**config.mk**
```make
export PLATFORM = sky130hd
export DESIGN_NAME = instr_stream_encoder
export DESIGN_NICKNAME = d
export VERILOG_FILES = /design/src/rtl/instr_stream_encoder.sv
export SDC_FILE = /design/constraint.sdc
export NUM_CORES = 1
export LEC_CHECK = 0
export ABC_AREA = 1
export BUFFER_PORTS_ARGS = -buffer_cell sky130_fd_sc_hd__buf_2
export CAP_MARGIN = 10
export CORE_UTILIZATION = 45
export DETAILED_ROUTE_END_ITERATION = 8
export GPL_TIMING_DRIVEN = 1
export PLACE_DENSITY = 0.88
export SYNTH_ARGS = -nofsm -noshare
export SYNTH_HDL_FRONTEND = slang
export SYNTH_SLANG_ARGS = --single-unit
```
**constraint.sdc**
```tcl
create_clock -name clk -period 1.7 [get_ports clk]
set_input_delay 0.34 -clock clk [delete_from_list [all_inputs] [get_ports clk]]
set_output_delay 0.34 -clock clk [all_outputs]
set_load 0.005 [all_outputs]
```
**src/rtl/instr_stream_encoder.sv**
```systemverilog
`default_nettype none
// ============================================================================
// Module   : instr_stream_encoder
// Purpose  : Field-level instruction encoder and instruction-memory writer.
//            Assembles addi / bne requests into RV32I words and writes them
//            to consecutive instruction-memory word addresses, starting at 0.
// Revision : 1.0 - initial release
// ----------------------------------------------------------------------------
// Ports
//   clk        in   clock, rising edge
//   rst_n      in   synchronous active-low reset
//   req_valid  in   request present
//   req_ready  out  request can be accepted this cycle
//   req_kind   in   0 = addi, 1 = bne
//   req_rd     in   destination register (addi only)
//   req_rs1    in   source register 1
//   req_rs2    in   source register 2 (bne only)
//   req_imm    in   13-bit signed immediate / branch byte offset
//   prog_end   in   pulse: program complete, closes the stream
//   mem_we     out  single-cycle write strobe
//   mem_addr   out  word address of the write
//   mem_wdata  out  encoded instruction
//   count      out  number of words written
//   full       out  memory full, no further writes
//   done       out  program closed
//   err_range  out  sticky: addi immediate outside 12-bit signed range
//   err_align  out  sticky: bne offset odd
// Build option
//   ENCODER_RANGE_CHECK_EN : when defined, out-of-range addi immediates and
//   odd bne offsets are consumed but not written, and raise the sticky error
//   flags. When undefined, immediates are truncated and the flags read 0.
// ============================================================================
module instr_stream_encoder #(
  parameter int DATA_WIDTH = 32,
  parameter int ADDR_WIDTH = 8
) (
  input  logic                  clk,
  input  logic                  rst_n,
  input  logic                  req_valid,
  output logic                  req_ready,
  input  logic                  req_kind,
  input  logic [4:0]            req_rd,
  input  logic [4:0]            req_rs1,
  input  logic [4:0]            req_rs2,
  input  logic [12:0]           req_imm,
  input  logic                  prog_end,
  output logic                  mem_we,
  output logic [ADDR_WIDTH-1:0] mem_addr,
  output logic [DATA_WIDTH-1:0] mem_wdata,
  output logic [ADDR_WIDTH:0]   count,
  output logic                  full,
  output logic                  done,
  output logic                  err_range,
  output logic                  err_align
);

  localparam logic [6:0] OPC_OP_IMM = 7'b0010011;
  localparam logic [6:0] OPC_BRANCH = 7'b1100011;

  typedef enum logic [1:0] {
    ST_ACTIVE = 2'd0,
    ST_FULL   = 2'd1,
    ST_DONE   = 2'd2
  } state_e;

  state_e                  state_q, state_d;
  logic [ADDR_WIDTH:0]     wp_q, wp_d;
  logic                    full_q, full_d;
  logic                    mem_we_q, mem_we_d;
  logic [ADDR_WIDTH-1:0]   mem_addr_q, mem_addr_d;
  logic [DATA_WIDTH-1:0]   mem_wdata_q, mem_wdata_d;
  logic                    err_range_q, err_range_d;
  logic                    err_align_q, err_align_d;

  logic                    accept;
  logic                    range_bad;
  logic                    align_bad;
  logic                    reject;
  logic                    last_addr;
  logic [DATA_WIDTH-1:0]   enc_addi;
  logic [DATA_WIDTH-1:0]   enc_bne;

  assign req_ready = (state_q == ST_ACTIVE) && !full_q;
  assign accept    = req_valid && req_ready;

  // Immediate bit 0 of bne is never encoded; without checking it is dropped.
  assign enc_addi = {req_imm[11:0], req_rs1, 3'b000, req_rd, OPC_OP_IMM};
  assign enc_bne  = {req_imm[12], req_imm[10:5], req_rs2, req_rs1, 3'b001,
                     req_imm[4:1], req_imm[11], OPC_BRANCH};

`ifdef ENCODER_RANGE_CHECK_EN
  // A 13-bit value fits 12-bit signed exactly when its top two bits agree.
  assign range_bad = !req_kind && (req_imm[12] != req_imm[11]);
  assign align_bad = req_kind && req_imm[0];
`else
  assign range_bad = 1'b0;
  assign align_bad = 1'b0;
`endif

  assign reject    = range_bad || align_bad;
  // The pointer stops at 2**ADDR_WIDTH, so the low bits all-ones marks the
  // final writable location.
  assign last_addr = &wp_q[ADDR_WIDTH-1:0];

  always_comb begin
    state_d     = state_q;
    wp_d        = wp_q;
    full_d      = full_q;
    mem_we_d    = 1'b0;
    mem_addr_d  = mem_addr_q;
    mem_wdata_d = mem_wdata_q;
    err_range_d = err_range_q;
    err_align_d = err_align_q;

    if (accept) begin
      // Rejected requests still complete the handshake; they only flag.
      err_range_d = err_range_q | range_bad;
      err_align_d = err_align_q | align_bad;
      if (!reject) begin
        mem_we_d    = 1'b1;
        mem_addr_d  = wp_q[ADDR_WIDTH-1:0];
        mem_wdata_d = req_kind ? enc_bne : enc_addi;
        wp_d        = wp_q + (ADDR_WIDTH+1)'(1);
        if (last_addr) begin
          full_d  = 1'b1;
          state_d = ST_FULL;
        end
      end
    end

    // prog_end wins over the FULL transition; the coincident write still lands.
    if (prog_end && (state_q != ST_DONE)) begin
      state_d = ST_DONE;
    end
  end

  always_ff @(posedge clk) begin
    if (!rst_n) begin
      state_q     <= ST_ACTIVE;
      wp_q        <= '0;
      full_q      <= 1'b0;
      mem_we_q    <= 1'b0;
      mem_addr_q  <= '0;
      mem_wdata_q <= '0;
      err_range_q <= 1'b0;
      err_align_q <= 1'b0;
    end else begin
      state_q     <= state_d;
      wp_q        <= wp_d;
      full_q      <= full_d;
      mem_we_q    <= mem_we_d;
      mem_addr_q  <= mem_addr_d;
      mem_wdata_q <= mem_wdata_d;
      err_range_q <= err_range_d;
      err_align_q <= err_align_d;
    end
  end

  assign mem_we    = mem_we_q;
  assign mem_addr  = mem_addr_q;
  assign mem_wdata = mem_wdata_q;
  assign count     = wp_q;
  assign full      = full_q;
  assign done      = (state_q == ST_DONE);
  assign err_range = err_range_q;
  assign err_align = err_align_q;

endmodule
`default_nettype wire
```
==> flow_metrics.tcl <==
set metrics [dict create \
    p_per_area_nw_per_um2 890 \
    wire_per_inst_um 10.9 \
    avgSynthCellArea_um2 7.28 \
    hold_path_end "mem_wdata[15]" \
    cts_tree "yes" \
    core_um2 4060 \
    multi_input_area_um2 808 \
    crit_chain "ha_1 -> nand2_1 -> nor2_1 -> nand3_1 -> nor2_2 -> nand2_1 -> nand2_1 -> nor2_1" \
    synth-seq-cells 46 \
    path_class "register to register" \
    clock_skew_ps 6.51 \
    slowest_delay_ps 430 \
    synthXorXnorAreaFrac 0 \
    postCtsHoldBufs 0 \
    min_path_type "input port to register" \
    hold_path_startpoint "req_rs1[0]" \
    portBuffers 81 \
    avgViaCountPerCell 4.74 \
    antenna_cells 0 \
    yosys_warnings 0 \
    synth_top_area_share 0.481 \
    timing.rr.start "count[0]" \
    fmax_mhz 715 \
    ys_seq_area_frac 0.481 \
    yosys.cell_count.top_type "nand2_1" \
    slowest_stage "dfxtp_1" \
    grt_usage 0.197 \
    min_period_ps 1400 \
    seqCellArea_um2 921 \
    synth_top_cell_by_area "dfxtp_1" \
    cp_num_buf_inv 0 \
    rrSetupSlack_ps 300 \
    grt_antenna_before_repair 0 \
    drc 0 \
    syn2layout_area_growth_pct 24.3 \
    ant_nets 0 \
    yosys.area_share.simple 0.280 \
    post_cts_buffers 0 \
    path_max_fanout 6 \
    total_leakage_power_nw 1.18 \
    design_area_um2 2380 \
    cp_top_family "simple AND/OR/NAND/NOR gates" \
    initialDrtViolationCount 106 \
    grt_busiest_layer "met2" \
    synth_area_leaders "dfxtp_1 48%, nand2_1 20%, a21oi_1 9.4%" \
    routed_wl_um 4240 \
    row_count 23 \
    fp.dieW_um 67.2 \
    die_h_um 67.2 \
    finalWorstSetupSlack_ps 301 \
    cpMostUsedCell "nand2_1" \
    ir_worst_vdd_v 0.000500 \
    placed_area_um2 2290 \
    ys_top_cells_by_count "101 x nand2_1, 46 x dfxtp_1, 36 x a21oi_1" \
    path_clk_slew_ps 90 \
    grt_setup_unrepaired "no" \
    synth_top_family_by_area "simple AND/OR/NAND/NOR gates" \
    via_count 1849 \
    synthCells 263 \
    clock_latency_ps 300 \
    r2r.worst_path.cells 8 \
    cts-htree-levels 2 \
    ios 88 \
    total_power_mw 2.12 \
    gp_congestion 0.806 \
    grt_pass1_vias 1503 \
    grt_overflow 0 \
    critPathRequiredTime_ps 1900 \
    cp.arrival_ps 1600 \
    cts-root-buf "clkbuf_8" \
    synth.area.mux_share 0 \
    synthArstFlopShare 0 \
    holdPathStages 3 \
    fin_nets 373 \
    clockBufferDepth 2 \
    cts_num_sinks 46 \
    critPathCaptureType "register" \
    synth-edff-count 0 \
    cts_resized 0 \
    grt_pass1_wl_um 6550 \
    dieArea_um2 4520 \
    place_hpwl_um 2990 \
    dpl.cell_count 382 \
    status "complete, no violations" \
    synth.distinct_cells 22 \
    met1_usage 0.242 \
    grt_max_degree 35 \
    drive_gt1_frac 0.288 \
    use_met2 0.305 \
    syn_area_um2 1920 \
    synth_flop_cell "dfxtp_1" \
    setup_tns_ps 0 \
    synthAdderAreaFrac 0.00653 \
    final_max_slew_viol_count 0 \
    start_util 0.472 \
    cts_buffers 5 \
    fin_crit_sh 0.823 \
    cp-start-kind "register" \
    n_fill_cell 379 \
    synth-compound-area-share 0.124 \
    dr.pass1.iters 4 \
    dp_slack_ps 351 \
    max_cap_viol_count 0 \
    setup_viol 0 \
    reg2reg_to "count[8]" \
    layoutNonFillerInstCount 390 \
    grtUsageMet3 0.0591 \
    cp.depth 8 \
    finalHoldViolCount 0 \
]
==> state kept, by name, summed over array words and instances (netlist names) <==
signal / flops
mem_we: 1
full: 1
count: 9
mem_addr: 8
state_q: 2
mem_wdata: 25
==> worst min-delay path: cells and delay by family <==
family / cells / cell delay [ps]
AOI/OAI and AO/OA: 1 / 50
buffers and inverters: 1 / 90
and+or+nand+nor: 1 / 50
==> per-layer routing <==
layer  vias to the layer above  routed length, um
li1                        964                  -
met1                       801               1950
met2                        74               1860
met3                        10                319
met4                         0                107
met5                         -                  0
==> cells in the final DEF, fill, tap and decap left out <==
| cell type | netlist | layout |
|---|---|---|
| nand2_1 | 101 | 101 |
| buf_2 | 6 | 81 |
| dfxtp_1 | 46 | 46 |
| a21oi_1 | 36 | 36 |
| nor2_1 | 21 | 21 |
| inv_1 | 11 | 11 |
| o21ai_0 | 6 | 6 |
| conb_1 | 1 | 6 |
| clkbuf_8 | 0 | 6 |
| nand3_1 | 5 | 5 |
| buf_4 | 9 | 5 |
| o21ai_1 | 4 | 4 |
| nand4_1 | 2 | 2 |
| nor2_4 | 1 | 1 |
| nand3_4 | 1 | 1 |
| inv_4 | 1 | 1 |
| clkinv_1 | 1 | 1 |
| o21a_1 | 1 | 1 |
| nor2_2 | 1 | 1 |
| nor3_1 | 1 | 1 |
| ha_1 | 1 | 1 |
| clkinvlp_4 | 0 | 1 |
| clkinv_2 | 0 | 1 |
==> kinds of logic after synthesis <==
group | Yosys count
simple gates | 133
buf+inv | 35
compound gates | 47
other cells | 1
fa+ha+maj | 1
flops | 46
==> through the flow <==
| stage | hold WS (ps) | util |
|---|---|---|
| finish | 274 | 0.587 |
| global route | 280 | 0.587 |
| CTS | 265 | 0.587 |
| detailed placement | 454 | 0.563 |
| global placement | 449 | 0.563 |
| floorplan | 457 | - |
==> cell type report <==
type                       instances  share of cell area
inverter                          13              0.0215
clock inverter                     2             0.00525
clock buffer                       6              0.0347
multi-input combinational        187               0.339
timing repair buffer              86               0.186
sequential                        46               0.387
tap                               50              0.0263
==> how the worst max path moves through the flow <==
stage	slack, ps	from	endpoint
after CTS	320	count[0]	count[8]
after global placement	400	count[0]	count[8]
final	300	count[0]	count[8]
after global routing	140	count[0]	count[8]
after floorplan	440	count[0]	count[8]
after detailed placement	350	count[0]	count[8]
==> power by group <==
part           internal [mW]  total (mW)  switching (mW)
logic                  0.118       0.275           0.157
registers               1.13        1.15          0.0283
clock network          0.327       0.691           0.364
(Power assumes the default switching activity.)
